<file path="src/rtl/riscv_mmio_pkg.sv">
// Shared MMIO definitions for the riscv_core peripheral slice: UART window, register
// word offsets, STATUS bit positions and the UART transmit FSM encoding.
package riscv_mmio_pkg;

  localparam logic [31:0] MMIO_UART_BASE = 32'hFFFF0018;
  localparam logic [31:0] MMIO_WIN_BYTES = 32'd16;

  // Word offsets within a 16-byte window (addr[3:2] after base subtraction)
  localparam logic [1:0] REG_TXDATA   = 2'd0;
  localparam logic [1:0] REG_STATUS   = 2'd1;
  localparam logic [1:0] REG_BAUD_DIV = 2'd2;
  localparam logic [1:0] REG_IRQ_EN   = 2'd3;

  localparam int ST_BUSY    = 0;
  localparam int ST_FULL    = 1;
  localparam int ST_EMPTY   = 2;
  localparam int ST_OVF     = 3;
  localparam int ST_CNT_LSB = 4;

  localparam logic [1:0] S_IDLE  = 2'd0;
  localparam logic [1:0] S_START = 2'd1;
  localparam logic [1:0] S_DATA  = 2'd2;
  localparam logic [1:0] S_STOP  = 2'd3;

  // A programmed divider of zero behaves like one cycle per bit
  function automatic logic [15:0] eff_div(input logic [15:0] d);
    return (d == 16'd0) ? 16'd1 : d;
  endfunction

endpackage

</file>
<file path="src/rtl/uart_tx_fifo.sv">
// Byte-wide synchronous circular buffer for the UART transmitter. A push while full
// is accepted only when a pop happens on the same edge.
module uart_tx_fifo #(
  parameter int FIFO_DEPTH = 4
) (
  input  logic                              clk,
  input  logic                              rst,
  input  logic                              push,
  input  logic                              pop,
  input  logic [7:0]                        din,
  output logic [7:0]                        dout,
  output logic                              full,
  output logic                              empty,
  output logic [$clog2(FIFO_DEPTH):0]       count
);

  localparam int AW = $clog2(FIFO_DEPTH);
  localparam int CW = AW + 1;

  logic [7:0]    mem [FIFO_DEPTH];
  logic [AW-1:0] wr_ptr;
  logic [AW-1:0] rd_ptr;
  logic          do_push;
  logic          do_pop;

  assign full    = (count == CW'(FIFO_DEPTH));
  assign empty   = (count == '0);
  assign do_pop  = pop & ~empty;
  assign do_push = push & (~full | do_pop);
  assign dout    = mem[rd_ptr];

  always_ff @(posedge clk) begin
    if (do_push) mem[wr_ptr] <= din;
  end

  always_ff @(posedge clk or negedge rst) begin
    if (!rst) begin
      wr_ptr <= '0;
      rd_ptr <= '0;
      count  <= '0;
    end else begin
      if (do_push) wr_ptr <= wr_ptr + AW'(1);
      if (do_pop)  rd_ptr <= rd_ptr + AW'(1);
      case ({do_push, do_pop})
        2'b10:   count <= count + CW'(1);
        2'b01:   count <= count - CW'(1);
        default: count <= count;
      endcase
    end
  end

endmodule

</file>
<file path="src/rtl/mmio_uart_tx.sv">
// Memory-mapped 8N1 UART transmitter with a small TX FIFO on the core load/store path.
// Define UART_TX_IRQ_EN to add the IRQ_EN register at +0xC and the tx_irq output.
module mmio_uart_tx
  import riscv_mmio_pkg::*;
#(
  parameter logic [31:0] BASE_ADDR   = MMIO_UART_BASE,
  parameter int          FIFO_DEPTH  = 4,
  parameter logic [15:0] DEFAULT_DIV = 16'd868
) (
  input  logic        clk,
  input  logic        rst,
  input  logic [31:0] addr,
  input  logic [31:0] wdata,
  input  logic        mem_write,
  input  logic        mem_read,
  output logic        sel,
  output logic [31:0] rdata,
`ifdef UART_TX_IRQ_EN
  output logic        tx_irq,
`endif
  output logic        tx
);

  localparam int CW = $clog2(FIFO_DEPTH) + 1;

  // Bus protocol: a store takes effect on the posedge where mem_write & sel is high;
  // loads are side-effect free and rdata/sel are purely combinational from addr.
  logic [31:0]   off;
  logic [1:0]    word;
  logic          wr;
  logic          push;
  logic          pop;
  logic [7:0]    fifo_dout;
  logic          fifo_full;
  logic          fifo_empty;
  logic [CW-1:0] fifo_count;
  logic          overflow;
  logic [15:0]   baud_div;
  logic [15:0]   reload;
  logic [1:0]    state;
  logic [7:0]    shift;
  logic [2:0]    bit_idx;
  logic [15:0]   cnt;
  logic          bit_end;
  logic          busy;
  logic [31:0]   status;
  logic          unused_bits;

  assign off         = addr - BASE_ADDR;
  assign sel         = (off < MMIO_WIN_BYTES);
  assign word        = off[3:2];
  assign wr          = mem_write & sel;
  assign push        = wr & (word == REG_TXDATA);
  assign busy        = (state != S_IDLE);
  assign bit_end     = (cnt == 16'd0);
  assign reload      = eff_div(baud_div) - 16'd1;
  assign pop         = ~fifo_empty & ((state == S_IDLE) | ((state == S_STOP) & bit_end));
  assign unused_bits = ^wdata[31:16];

  uart_tx_fifo #(.FIFO_DEPTH(FIFO_DEPTH)) u_fifo (
    .clk   (clk),
    .rst   (rst),
    .push  (push),
    .pop   (pop),
    .din   (wdata[7:0]),
    .dout  (fifo_dout),
    .full  (fifo_full),
    .empty (fifo_empty),
    .count (fifo_count)
  );

  always_ff @(posedge clk or negedge rst) begin
    if (!rst) begin
      overflow <= 1'b0;
      baud_div <= DEFAULT_DIV;
    end else begin
      if (push && fifo_full && !pop) overflow <= 1'b1;
      else if (wr && word == REG_STATUS && wdata[ST_OVF]) overflow <= 1'b0;
      if (wr && word == REG_BAUD_DIV) baud_div <= wdata[15:0];
    end
  end

  // The divider is sampled only at bit-boundary reloads, so a mid-frame BAUD_DIV
  // write leaves the bit in flight untouched.
  always_ff @(posedge clk or negedge rst) begin
    if (!rst) begin
      state   <= S_IDLE;
      tx      <= 1'b1;
      shift   <= 8'h00;
      bit_idx <= 3'd0;
      cnt     <= 16'd0;
    end else begin
      case (state)
        S_IDLE: begin
          if (!fifo_empty) begin
            shift <= fifo_dout;
            tx    <= 1'b0;
            cnt   <= reload;
            state <= S_START;
          end
        end
        S_START: begin
          if (bit_end) begin
            tx      <= shift[0];
            shift   <= {1'b0, shift[7:1]};
            bit_idx <= 3'd0;
            cnt     <= reload;
            state   <= S_DATA;
          end else begin
            cnt <= cnt - 16'd1;
          end
        end
        S_DATA: begin
          if (bit_end) begin
            cnt <= reload;
            if (bit_idx == 3'd7) begin
              tx    <= 1'b1;
              state <= S_STOP;
            end else begin
              tx      <= shift[0];
              shift   <= {1'b0, shift[7:1]};
              bit_idx <= bit_idx + 3'd1;
            end
          end else begin
            cnt <= cnt - 16'd1;
          end
        end
        S_STOP: begin
          if (bit_end) begin
            if (!fifo_empty) begin
              shift <= fifo_dout;
              tx    <= 1'b0;
              cnt   <= reload;
              state <= S_START;
            end else begin
              state <= S_IDLE;
            end
          end else begin
            cnt <= cnt - 16'd1;
          end
        end
        default: state <= S_IDLE;
      endcase
    end
  end

`ifdef UART_TX_IRQ_EN
  logic irq_en;

  always_ff @(posedge clk or negedge rst) begin
    if (!rst) begin
      irq_en <= 1'b0;
      tx_irq <= 1'b0;
    end else begin
      if (wr && word == REG_IRQ_EN) irq_en <= wdata[0];
      tx_irq <= irq_en & fifo_empty & ~busy;
    end
  end
`endif

  always_comb begin
    status                     = '0;
    status[ST_BUSY]            = busy;
    status[ST_FULL]            = fifo_full;
    status[ST_EMPTY]           = fifo_empty;
    status[ST_OVF]             = overflow;
    status[ST_CNT_LSB +: 4]    = 4'(fifo_count);
  end

  always_comb begin
    rdata = '0;
    if (sel && mem_read) begin
      case (word)
        REG_STATUS:   rdata = status;
        REG_BAUD_DIV: rdata = {16'h0000, baud_div};
`ifdef UART_TX_IRQ_EN
        REG_IRQ_EN:   rdata = {31'd0, irq_en};
`else
        REG_IRQ_EN:   rdata = '0;
`endif
        default:      rdata = '0;
      endcase
    end
  end

endmodule

</file>
<file path="config.mk">
export PLATFORM = sky130hd
export DESIGN_NAME = mmio_uart_tx
export DESIGN_NICKNAME = d
export VERILOG_FILES = /design/src/rtl/riscv_mmio_pkg.sv /design/src/rtl/uart_tx_fifo.sv /design/src/rtl/mmio_uart_tx.sv
export SDC_FILE = /design/constraint.sdc
export NUM_CORES = 1
export LEC_CHECK = 0
export CAP_MARGIN = 20
export CORE_AREA = 2 2 110 112
export CTS_CLUSTER_SIZE = 25
export DETAILED_ROUTE_END_ITERATION = 10
export DIE_AREA = 0 0 112 114
export PLACE_DENSITY = 0.79
export SLEW_MARGIN = 10
export SYNTH_ARGS = -nofsm -noshare
export SYNTH_HDL_FRONTEND = slang
export SYNTH_HIERARCHICAL = 1
export SYNTH_SLANG_ARGS = --single-unit
</file>
<file path="constraint.sdc">
create_clock -name clk -period 7 [get_ports clk]
set_input_delay 1.05 -clock clk [delete_from_list [all_inputs] [get_ports clk]]
set_output_delay 1.05 -clock clk [all_outputs]
set_load 0.02 [all_outputs]
</file>
# After elaboration in Yosys (flattened, before gate mapping)
# Memory sizes are Yosys's and may differ from the RTL's.
# Index checks and enable logic that the tools add are counted.
[op_classes]
addsub = 8
mul = 0
div_mod_pow = 0
n_lt_le_gt_ge = 1
n_eq_ne = 15
shift = 0
mux = 35
n_bitwise = 10
n_reduce_logical = 21
[op_table]
columns = ["op", "n"]
rows = [
  ["16-bit 2-to-1 mux", 4],
  ["16-bit one-hot mux with 3 select lines", 1],
  ["8-bit 2-to-1 mux", 5],
  ["16-bit zero test", 2],
  ["32-bit by 5-bit less-than comparator with 1-bit output (second input constant)", 1],
  ["32-bit 2-to-1 mux", 1],
  ["16-bit one-hot mux with 2 select lines", 1],
  ["8-bit one-hot mux with 4 select lines", 1],
  ["16-bit by 1-bit subtractor with 16-bit output (second input constant)", 2],
  ["32-bit subtractor (second input constant)", 1],
  ["2-bit inequality test (second input constant)", 6],
  ["3-bit one-hot mux with 2 select lines", 2],
  ["1-bit 2-to-1 mux", 10],
  ["2-bit 2-to-1 mux", 5],
  ["3-bit 2-to-1 mux", 3],
  ["2-bit equality test (second input constant)", 4],
  ["2-bit one-hot mux with 4 select lines", 1],
  ["4-bit AND reduction", 2],
  ["2-bit nonzero test", 4],
  ["3-bit by 1-bit adder with 3-bit output (second input constant)", 2],
  ["1-bit AND", 6],
  ["2-bit by 1-bit equality test with 1-bit output (second input constant)", 3],
  ["3-bit equality test (second input constant)", 2],
  ["1-bit logical AND", 6],
  ["11 further kinds", 15],
]
[totals]
regBits = 54
latchBits = 0
ramBits = 32
rom_bits = 0
inputBits = 68
output_inout_bits = 34
elab_cells = 101
memories = 1
[memory_table]
columns = ["name", "words", "word_bits", "rd", "rd_clocked_by_memory_dff", "wr", "line", "source"]
rows = [
  ["u_fifo.mem", 4, 8, 1, 0, 1, "uart_tx_fifo.sv:20", "logic [7:0] mem [FIFO_DEPTH];"],
]

# Depth between registers and ports, before layout
# Gate-level depths: netlist (run 1).
[logic_depth]
depth_word = 9
mapped_depth = 16
depth_no_buf = 16

# By module
# The synthesis (run 1) kept the hierarchy.
[by_module_without_submodules]
columns = ["module", "instances", "cells_per_inst", "area_each_um2", "seq_area_each_um2"]
rows = [
  ["mmio_uart_tx", 1, 451, 4051.4, 1183.6],
  ["uart_tx_fifo", 1, 80, 1587.8, 1136.1],
]

# Worst setup path after synthesis (run 1)
# OpenSTA, ideal clock, no wires.
[synth_path]
path_kind = "input port to output port"
start = "input addr[3]"
end = "output rdata[0]"
arrival_time_ns = 3.118
required_time_ns = 5.950
slack_ns = 2.832
path_stages = 9
path_buffers = 1
cell_sequence = "ha_1 > nor3_1 > nand4b_2 > nor4b_4 > or4_4 > a31oi_1 > and2_2 > buf_4 > nor3b_2"
[synth_via]
elab_chain_cells = 4
word_cells_on_any_way = 7
classes_between = "add/sub: 1; order compare: 1; eq/ne: 2; mux: 2; reduce/logical: 1"
[synth_rtl]
columns = ["item", "line", "source"]
rows = [
  ["start, declared", "mmio_uart_tx.sv:12", "input logic [31:0] addr,"],
  ["32-bit subtractor", "mmio_uart_tx.sv:49", "assign off = addr - BASE_ADDR;"],
  ["32-bit by 5-bit less-than comparator with 1-bit output", "mmio_uart_tx.sv:50", "assign sel = (off < MMIO_WIN_BYTES);"],
  ["via sel", "mmio_uart_tx.sv:16", "output logic sel,"],
  ["1-bit logical AND", "mmio_uart_tx.sv:172", "if (sel && mem_read) begin"],
  ["32-bit 2-to-1 mux", "mmio_uart_tx.sv:172", ""],
  ["end, declared", "mmio_uart_tx.sv:17", "output logic [31:0] rdata,"],
]
# The timed path passes the listed nets, and every way through them passes these cells.

# Worst setup path after layout (run 1)
[layout_path]
start = "input addr[3]"
end = "output rdata[1]"
[layout_via]
elab_chain_cells = 4
word_cells_on_any_way = 7
classes_between = "add/sub: 1; order compare: 1; eq/ne: 2; mux: 2; reduce/logical: 1"
[layout_rtl]
columns = ["item", "line"]
rows = [
  ["32-bit subtractor (*)", "mmio_uart_tx.sv:49"],
  ["32-bit by 5-bit less-than comparator with 1-bit output, or another cell as far along", "mmio_uart_tx.sv:50"],
  ["1-bit logical AND / 16-bit one-hot mux with 2 select lines (equally long branches)", "mmio_uart_tx.sv:172, mmio_uart_tx.sv:173"],
  ["32-bit 2-to-1 mux (*)", "mmio_uart_tx.sv:172"],
]
# Every way passes the cells marked *; elsewhere a longest branch is shown, timed or not.

==> results of run 1 <==
[cell usage in the layout, fill, tap and decap left out, types with 5 or more instances in the layout]
master / instances
nand2_1: 31
and2_1: 7
a221oi_1: 5
xor2_1: 9
nor3b_2: 7
a21o_1: 5
inv_1: 22
nor2_1: 47
or3_1: 6
conb_1: 16
a22oi_1: 12
nand3_1: 9
dfrtp_1: 48
mux2i_1: 11
o22ai_1: 5
dfstp_2: 6
and2_2: 5
mux2_2: 10
nor3_1: 11
and3_1: 13
nand4_1: 6
mux2_4: 11
clkbuf_16: 9
clkdlybuf4s50_1: 66
xnor2_1: 17
mux4_2: 8
edfxtp_1: 32
or4_1: 7
a21oi_1: 23
o21ai_0: 16
ha_1: 18
[layout make-up]
type / count / area, sq um / area share
clock buffers: 9 / 225 / 0.0339
flip-flops and latches: 86 / 2320 / 0.349
clock inverters: 7 / 73.8 / 0.0111
repair buffers: 69 / 681 / 0.103
inverters: 24 / 90.1 / 0.0136
well taps: 147 / 184 / 0.0277
multi-input cells: 400 / 3060 / 0.462
[power by group through the flow]
stage	Sequential, mW	Clock (mW)	Combinational (mW)
floorplan	0.599	0	0.336
global placement	0.599	0	0.437
detailed placement	0.603	0	0.464
CTS	0.593	0.481	0.467
global route	0.597	0.502	0.523
finish	0.592	0.476	0.471
[stage by stage]
stage,setup slack [ps],instances,cell area [sq um],hold WS [ps],utilization
2_1_floorplan,2830,546,5700,477,-
3_3_place_gp,1600,726,6340,494,0.541
3_5_place_dp,1560,726,6340,518,0.541
4_1_cts,1550,742,6640,533,0.567
5_1_grt,1360,742,6640,550,0.567
6_report,1570,742,6640,531,0.567
[worst register-to-register path, stage by stage (launching register included)]
cell and delay (ps):
dfrtp_1 430, or3_1 400, nor4b_2 430, a31oi_1 340, or2_2 430, inv_1 150
o31a_2 200, ha_1 190, inv_1 60, fa_1 370, xor2_1 150, nor2_1 110
xor2_1 150
[sequential cells by signal, indices dropped and copies added, names as in the netlist]
register       cells
bit_idx            3
baud_div          16
tx                 1
shift              8
u_fifo/rd_ptr      2
u_fifo/wr_ptr      2
overflow           1
state              2
u_fifo/mem        32
cnt               16
u_fifo/count       3
[routing by layer]
layer	vias to the layer above	track usage	part of all wire	wire, um
met1	2188	0.273	0.41	5540
met4	0	0.0943	0.023	312
met2	168	0.375	0.51	6900
met3	26	0.0367	0.054	725
met5	-	0	0	0
li1	2096	-	-	-
[worst paths after layout]
| kind | depth (start not counted) | slack [ps] | start | to |
|---|---|---|---|---|
| setup reg to reg | 12 | 3520 | cnt[10] | u_fifo/count[2] |
| max in group asynchronous | 2 | 5690 | rst | baud_div[14] |
| min in group asynchronous | 2 | 830 | rst | bit_idx[2] |
| hold / removal | 2 | 530 | shift[2] | shift[2] |
| setup / recovery | 10 | 1570 | addr[3] | rdata[1] |
| hold reg to reg | 2 | 530 | shift[2] | shift[2] |
[logic make-up (layout without fill, tap and decap cells)]
logic type / Yosys count / in the layout
flops: 86 / 86
simple gates: 184 / 184
fa+ha+maj: 19 / 19
compound gates: 114 / 114
buf+inv: 60 / 109
mux: 41 / 41
other cells: 1 / 16
xor+xnor: 26 / 26
==> metrics.txt, run 1 <==
Critical Path RT=5950 ps; CTS tree=built; Post-CTS Resized=0; DIE HEIGHT=114 um; Fillers=between 900 and 1000; GRT overflow=0; Setup CP Type=in2out; most frequent cell after synthesis=dfrtp_1; CP Capture Type=primary output; final count of pins violating max slew=0; Pre-antenna DRT Iters=5; Initial Util=0.482; Max VDD drop=155 uV; Die X=112 um; number of flops mapped to enable cells by yosys=32; synth warn=6; vias in the first global route=4634; Sw Pwr=roughly 540 uW; cts-stage hold buffer count=0; Clk pin slew, worst setup/hold paths=70 ps; H-tree levels=3; Hold Vio Cnt, Final=0; diode count=0; worst-path fanout max=17; GPL Wtd Cong=0.890; total power=1.54 mW; slowest stage cell on the critical path=clkdlybuf4s50_1; Final Skew=about 3.9 ps; Flop pwr share=0.385; num ports=roughly 100; Max-Cap Viols=0; nets=just under 700; Synth Area in Adders=0.0435; Sw Ratio=0.350; XOR/XNOR share of the synthesized area=0.0404; worst-margin pin slew=969 ps; Final period util=0.775; #FFs+latches synth=86; row count=40; status=completed; Pint=1.00 mW; detailed-route via count=4478; Mapped Cells=531; layout cells sized above 1=0.146; Post-Synth Simple-Gate Area=0.202; Post-CTS Setup Bufs=0; Die ar.=between 10000 and 15000 sq um; ANT nets after route=0; top area cells in the synthesized netlist=dfrtp_1, edfxtp_1, ha_1; final wirelength=13500 um; crit path cell chain=clkdlybuf4s50_1 -> ha_1 -> nor3_1 -> nand4b_2 -> nor4b_4 -> or4_4 -> a31oi_1 -> and2_2 -> nor3b_2 -> clkdlybuf4s50_1; gr usage total=0.218; Slew Limit Headroom=0.353; Synth top area share=0.213; cts bufs inserted=9; post-synthesis mux area share=0.103; cell taking the most area after synthesis=dfrtp_1; Logic pwr share=0.306; Layout area overhead=17.7%; commonest cells in the netlist=dfrtp_1, nor2_1, edfxtp_1, nand2_1, a21oi_1; DP HPWL=around 10000 um; Sink Count=86; Clk pwr share=0.309; main flop type after synthesis=dfrtp_1; share of the yosys chip area belonging to registers=0.411; CP dominant cell by count=clkdlybuf4s50_1; largest family of logic cells by synthesized area=simple AND/OR/NAND/NOR gates; root buf cell=clkbuf_16; CP bufs+invs=2; Max Clk Rate=between 150 and 200 MHz; iteration-0 DRC count of the detailed router=272; Leak Pwr=~2.7 nW; setup_tns=0 ps; post-synthesis compound-gate area fraction=0.143; initial antenna violation count=0; Hold Crit Class=reg2reg; Vias/cell=6.04; first-pass GRT wire length=22300 um; mean area per synthesized cell=roughly 11 sq um; post-synth cell types=82; Remaining DRCs=0; number of I/O port buffers=67; unrepaired setup endpoints after global routing=false; CP Data Arrival Time=4380 ps; # setup viols final=0; kind of cell adding the most delay to the critical path=simple AND/OR/NAND/NOR gates; drt wl/cell=18.2 um; largest net degree at the start of global routing=55; pwr/cell area=232 nW/um^2; Syn Std Cell Area=~5600 sq um; Critical Path Max Stage Delay=630 ps; post-route minimum period=between 5000 and 6000 ps; Critical Path Start Type=input pin; core region area=11700 sq um; Post-synth ARST share=0.628; clock buffer depth=2; Clock Latency Late Sink=350 ps
No activity file was read; power rests on OpenSTA's default activity.
==> run 2, diff against run 1 <==
CORE_AREA = 2 2 112 114   (was 2 2 110 112)
DIE_AREA = 0 0 114 116   (was 0 0 112 114)
PLACE_DENSITY = 0.8   (was 0.79)
clock period = 4.97 ns   (was 7 ns; I/O delays follow)
==> metrics.txt, run 2 (same netlist as run 1, synthesis figures left out) <==
status=completed; Pre-antenna DRT Iters=7; total power=roughly 2.2 mW; Clock Latency Late Sink=350 ps; Pint=1.46 mW; Flop pwr share=0.379; Sw Pwr=749 uW; hold path start=shift[1]; CP Data Arrival Time=approximately 4100 ps; diode count=0; row count=40; max reg flops=32; Critical Path Start Type=input pin; vias in the first global route=4471; DP HPWL=9850 um; first-pass GRT wire length=between 20000 and 25000 um; Slew Limit Headroom=0.449; worst-margin pin slew=between 800 and 900 ps; Sw Ratio=0.340; initial antenna violation count=0; Final period util=0.973; ANT nets after route=0; detailed-route via count=~4600; setup ws final=134 ps; pwr/cell area=331 nW/um^2; kind of cell adding the most delay to the critical path=simple AND/OR/NAND/NOR gates; Logic pwr share=0.299; Leak Pwr=about 2.7 nW; Setup CP Type=in2out; worst-path fanout max=17; hold path depth=2; final count of pins violating max slew=0; number of I/O port buffers=67; Final Skew=about 4.7 ps; Worst Hold Slack=535 ps; cts bufs inserted=9; Die ar.=13200 sq um; Max Clk Rate=207 MHz; cts-stage hold buffer count=0; Clk pin slew, worst setup/hold paths=70 ps; FF-to-FF setup slack=1420 ps; Top reg by flops=u_fifo/mem; clock buffer depth=2; H-tree levels=3; slowest stage cell on the critical path=clkdlybuf4s50_1; setup_tns=0 ps; Clk pwr share=0.322; Initial Util=0.473; Regs by FF count=u_fifo/mem x32, baud_div x16, cnt x16; Max-Cap Viols=0; drt wl/cell=18.3 um; commonest non-fill, non-tap cell in the layout=clkdlybuf4s50_1; Placed Instances=between 700 and 800; DIE HEIGHT=116 um; GRT overflow=0; Hold Vio Cnt, Final=0; Post-CTS Resized=0; Hold Path Sink=shift[1]; path depth of the worst reg2reg path=13; post-route minimum period=~4800 ps; worst r2r dst=cnt[14]; Critical Path Max Stage Delay=640 ps; gr usage total=0.213; crit path cell chain=clkdlybuf4s50_1 -> ha_1 -> nor3_1 -> nand4b_2 -> nor4b_4 -> or4_4 -> a31oi_1 -> and2_2 -> nor3b_2 -> clkdlybuf4s50_1; core region area=11900 sq um; CP Capture Type=primary output; nets=679; Final Non-Filler Cells=744; CTS tree=built; unrepaired setup endpoints after global routing=false; Critical R2R Launch=baud_div[6]; GPL Wtd Cong=0.854; Hold Crit Class=reg2reg; Vias/cell=between 6 and 7; final wirelength=approximately 14000 um; Critical Path RT=4220 ps; leading cell types in the layout, fill and taps excluded=clkdlybuf4s50_1, dfrtp_1, nor2_1; Layout area overhead=18.2%; root buf cell=clkbuf_16; Max VDD drop=~160 uV; Remaining DRCs=0; # setup viols final=0; pre-CTS setup slack=~190 ps; Post-CTS Setup Bufs=0; layout cells sized above 1=0.149; CP dominant cell by count=clkdlybuf4s50_1; largest net degree at the start of global routing=55; Die X=between 100 and 150 um; iteration-0 DRC count of the detailed router=325; Sink Count=86; num ports=102; CP bufs+invs=2
-- run 2: changes by cell type in the layout (fill, tap and decap cells not counted), sizes merged --
cell,previous run,this run
bufinv,0,1
buf,3,5
clkinvlp,0,1
clkinv,5,3
-- run 2: layer usage --
layer / track usage / vias up / wire length [um]
met4: 0.0789 / 0 / 295
met2: 0.371 / 201 / 6830
met1: 0.266 / 2265 / 5600
met3: 0.0377 / 25 / 878
met5: 0 / - / 0
li1: - / 2093 / -
-- run 2: through the flow --
step,util,area (sq um)
2_1_floorplan,-,5700
3_3_place_gp,0.533,6350
3_5_place_dp,0.533,6350
4_1_cts,0.560,6670
5_1_grt,0.560,6670
6_report,0.560,6670
-- run 2: worst max-delay path by stage --
| stage | startpoint | end | slack (ps) | cells after the start |
|---|---|---|---|---|
| finish | addr[3] | rdata[1] | 130 | 10 |
| global route | addr[3] | rdata[4] | 10 | 10 |
| CTS | addr[3] | rdata[1] | 160 | 10 |
| detailed placement | addr[3] | rdata[1] | 190 | 10 |
| global placement | addr[4] | rdata[8] | 300 | 10 |
| floorplan | addr[3] | rdata[0] | 1410 | 9 |
-- run 2: final cells by class --
type | instances | area (sq um)
well taps | 147 | 184
clock buffers | 9 | 225
inverters | 24 | 90.1
clock inverters | 7 | 86.3
fillers | 982 | 5250
multi-input cells | 400 | 3060
flip-flops and latches | 86 | 2320
repair buffers | 71 | 696
-- run 2: power by group through the flow --
stage | registers, mW | clock network (mW) | logic [mW]
after detailed placement | 0.850 | 0 | 0.650
final | 0.836 | 0.710 | 0.660
after global routing | 0.843 | 0.744 | 0.738
after CTS | 0.836 | 0.712 | 0.656
after floorplan | 0.843 | 0 | 0.474
after global placement | 0.844 | 0 | 0.615
-- run 2: worst reg2reg max path, delay by kind of cell (launching register included) --
kind,cells,cell delay [ps]
adder cells (fa/ha/maj),1,210
XOR/XNOR,1,190
AND/OR/NAND/NOR,9,1780
flip-flops,1,620
AO/OA/AOI/OAI,2,620
==> run 3, diff against run 2 <==
GPL_TIMING_DRIVEN = 0   (was unset)
==> metrics.txt, run 3 (same netlist as run 1, synthesis figures left out) <==
path depth of the worst reg2reg path=12; FF-to-FF setup slack=around 1500 ps; gr usage total=0.227; Max Clk Rate=around 210 MHz; Sink Count=86; detailed-route via count=4590; M3 GR Usage=0.0429; cts-stage hold buffer count=0; Die ar.=13200 sq um; num ports=102; post-route minimum period=between 4000 and 5000 ps; unrepaired setup endpoints after global routing=false; number of I/O port buffers=between 60 and 70; Initial Util=0.473; slowest stage cell on the critical path=clkdlybuf4s50_1; Leak Pwr=2.90 nW; first-pass GRT wire length=23500 um; met1 usage=0.281; row count=40; Slew Limit Headroom=0.544; core region area=11900 sq um; Critical Path RT=4220 ps; worst r2r dst=u_fifo/count[2]; ANT nets after route=0; leading cell types in the layout, fill and taps excluded=clkdlybuf4s50_1, dfrtp_1, nor2_1; GRT overflow=0; Regs by FF count=u_fifo/mem x32, baud_div x16, cnt x16; worst-margin pin slew=a little under 700 ps; total power=around 2.2 mW; Sw Ratio=0.353; Vias/cell=5.90; Max-Cap Viols=0; CP Capture Type=primary output; CTS tree=built; max reg flops=32; Pre-antenna DRT Iters=5; DIE HEIGHT=116 um; root buf cell=clkbuf_16; Clk pwr share=0.302; drt wl/cell=around 18 um; crit path cell chain=clkdlybuf4s50_1 -> ha_1 -> nor3_2 -> nand4b_2 -> nor4b_4 -> or4_4 -> a31oi_2 -> and2_2 -> buf_4 -> nor3b_2 -> clkdlybuf4s50_1; Clk pin slew, worst setup/hold paths=70 ps; DP HPWL=10800 um; Hold Vio Cnt, Final=0; Max VDD drop=191 uV; CP dominant cell by count=clkdlybuf4s50_1; status=completed; Critical Path Max Stage Delay=630 ps; CP Data Arrival Time=3980 ps; largest net degree at the start of global routing=37; Final period util=0.950; Critical Path Start Type=input pin; Logic pwr share=0.318; H-tree levels=3; Sw Pwr=approximately 780 uW; Top reg by flops=u_fifo/mem; Worst Hold Slack=349 ps; initial antenna violation count=0; Die X=114 um; worst-path fanout max=10; gr busiest metal=met2; final count of pins violating max slew=0; Remaining DRCs=0; pwr/cell area=around 320 nW/um^2; grt met2 use=0.395; Pint=1.42 mW; vias in the first global route=4716; Hold Crit Class=in2async; setup_tns=0 ps; final wirelength=14300 um; Final Skew=between 10 and 15 ps; layout cells sized above 1=0.174; clock buffer depth=2; Layout area overhead=22.3%; commonest non-fill, non-tap cell in the layout=clkdlybuf4s50_1; Flop pwr share=0.379; # setup viols final=0; iteration-0 DRC count of the detailed router=374; Clock Latency Late Sink=~350 ps; cts bufs inserted=9; nets=713; Setup CP Type=in2out; GPL Wtd Cong=0.876; Critical R2R Launch=cnt[10]; diode count=0
run 3: changes by cell type in the layout (fill, tap and decap cells not counted), sizes merged:
cell and delta:
clkbuf +11, clkdlybuf4s50 -4, buf +23, dlymetal6s2s +4
clkinv +3, bufinv -1, inv -2
run 3: area by class of cell:
class                           count  area [sq um]
Fill cell                         999          5010
Multi-Input combinational cell    400          3070
Inverter                           24          90.1
Tap cell                          147           184
Clock buffer                        9           225
Clock inverter                      7          77.6
Sequential cell                    86          2320
Timing Repair Buffer               69           703
Buffer                             36           226
run 3: worst max-delay path, delay by kind of cell:
family | cells | cell delay (ps)
buffers and inverters | 3 | 1330
and+or+nand+nor | 6 | 1400
AOI/OAI and AO/OA | 1 | 200
adders and majority gates | 1 | 290
run 3: through the flow:
step | instances | instance area [sq um] | setup WS, ps | utilization
final | 778 | 6900 | 248 | 0.579
after global routing | 778 | 6900 | 39.2 | 0.579
after CTS | 777 | 6870 | 42.6 | 0.577
after detailed placement | 761 | 6570 | 52.9 | 0.551
after global placement | 760 | 6550 | 104 | 0.550
after floorplan | 546 | 5700 | 1410 | -
run 3: worst max-delay path by stage:
stage	to	slack [ps]	depth (start not counted)	start
finish	rdata[6]	250	11	addr[3]
CTS	rdata[0]	40	11	addr[3]
global placement	rdata[6]	100	11	addr[3]
detailed placement	rdata[0]	50	11	addr[3]
global route	rdata[2]	40	11	addr[3]
floorplan	rdata[0]	1410	9	addr[3]
run 3: power groups by stage:
stage                     Sequential, mW  Combinational (mW)  Clock, mW
final                              0.835               0.700      0.665
after global placement             0.844               0.665          0
after detailed placement           0.849               0.691          0
after floorplan                    0.843               0.474          0
after global routing               0.842               0.776      0.705
after CTS                          0.835               0.696      0.677
run 3: timing repair:
action,CTS,global route
buffers inserted,0,1
setup endpoints to repair,0,16
resized for setup,0,6
hold endpoints to repair,0,0
run 3: metal layers:
layer	vias up	wire length, um
met2	193	7090
li1	2159	-
met1	2210	5930
met5	-	0
met3	28	909
met4	0	325
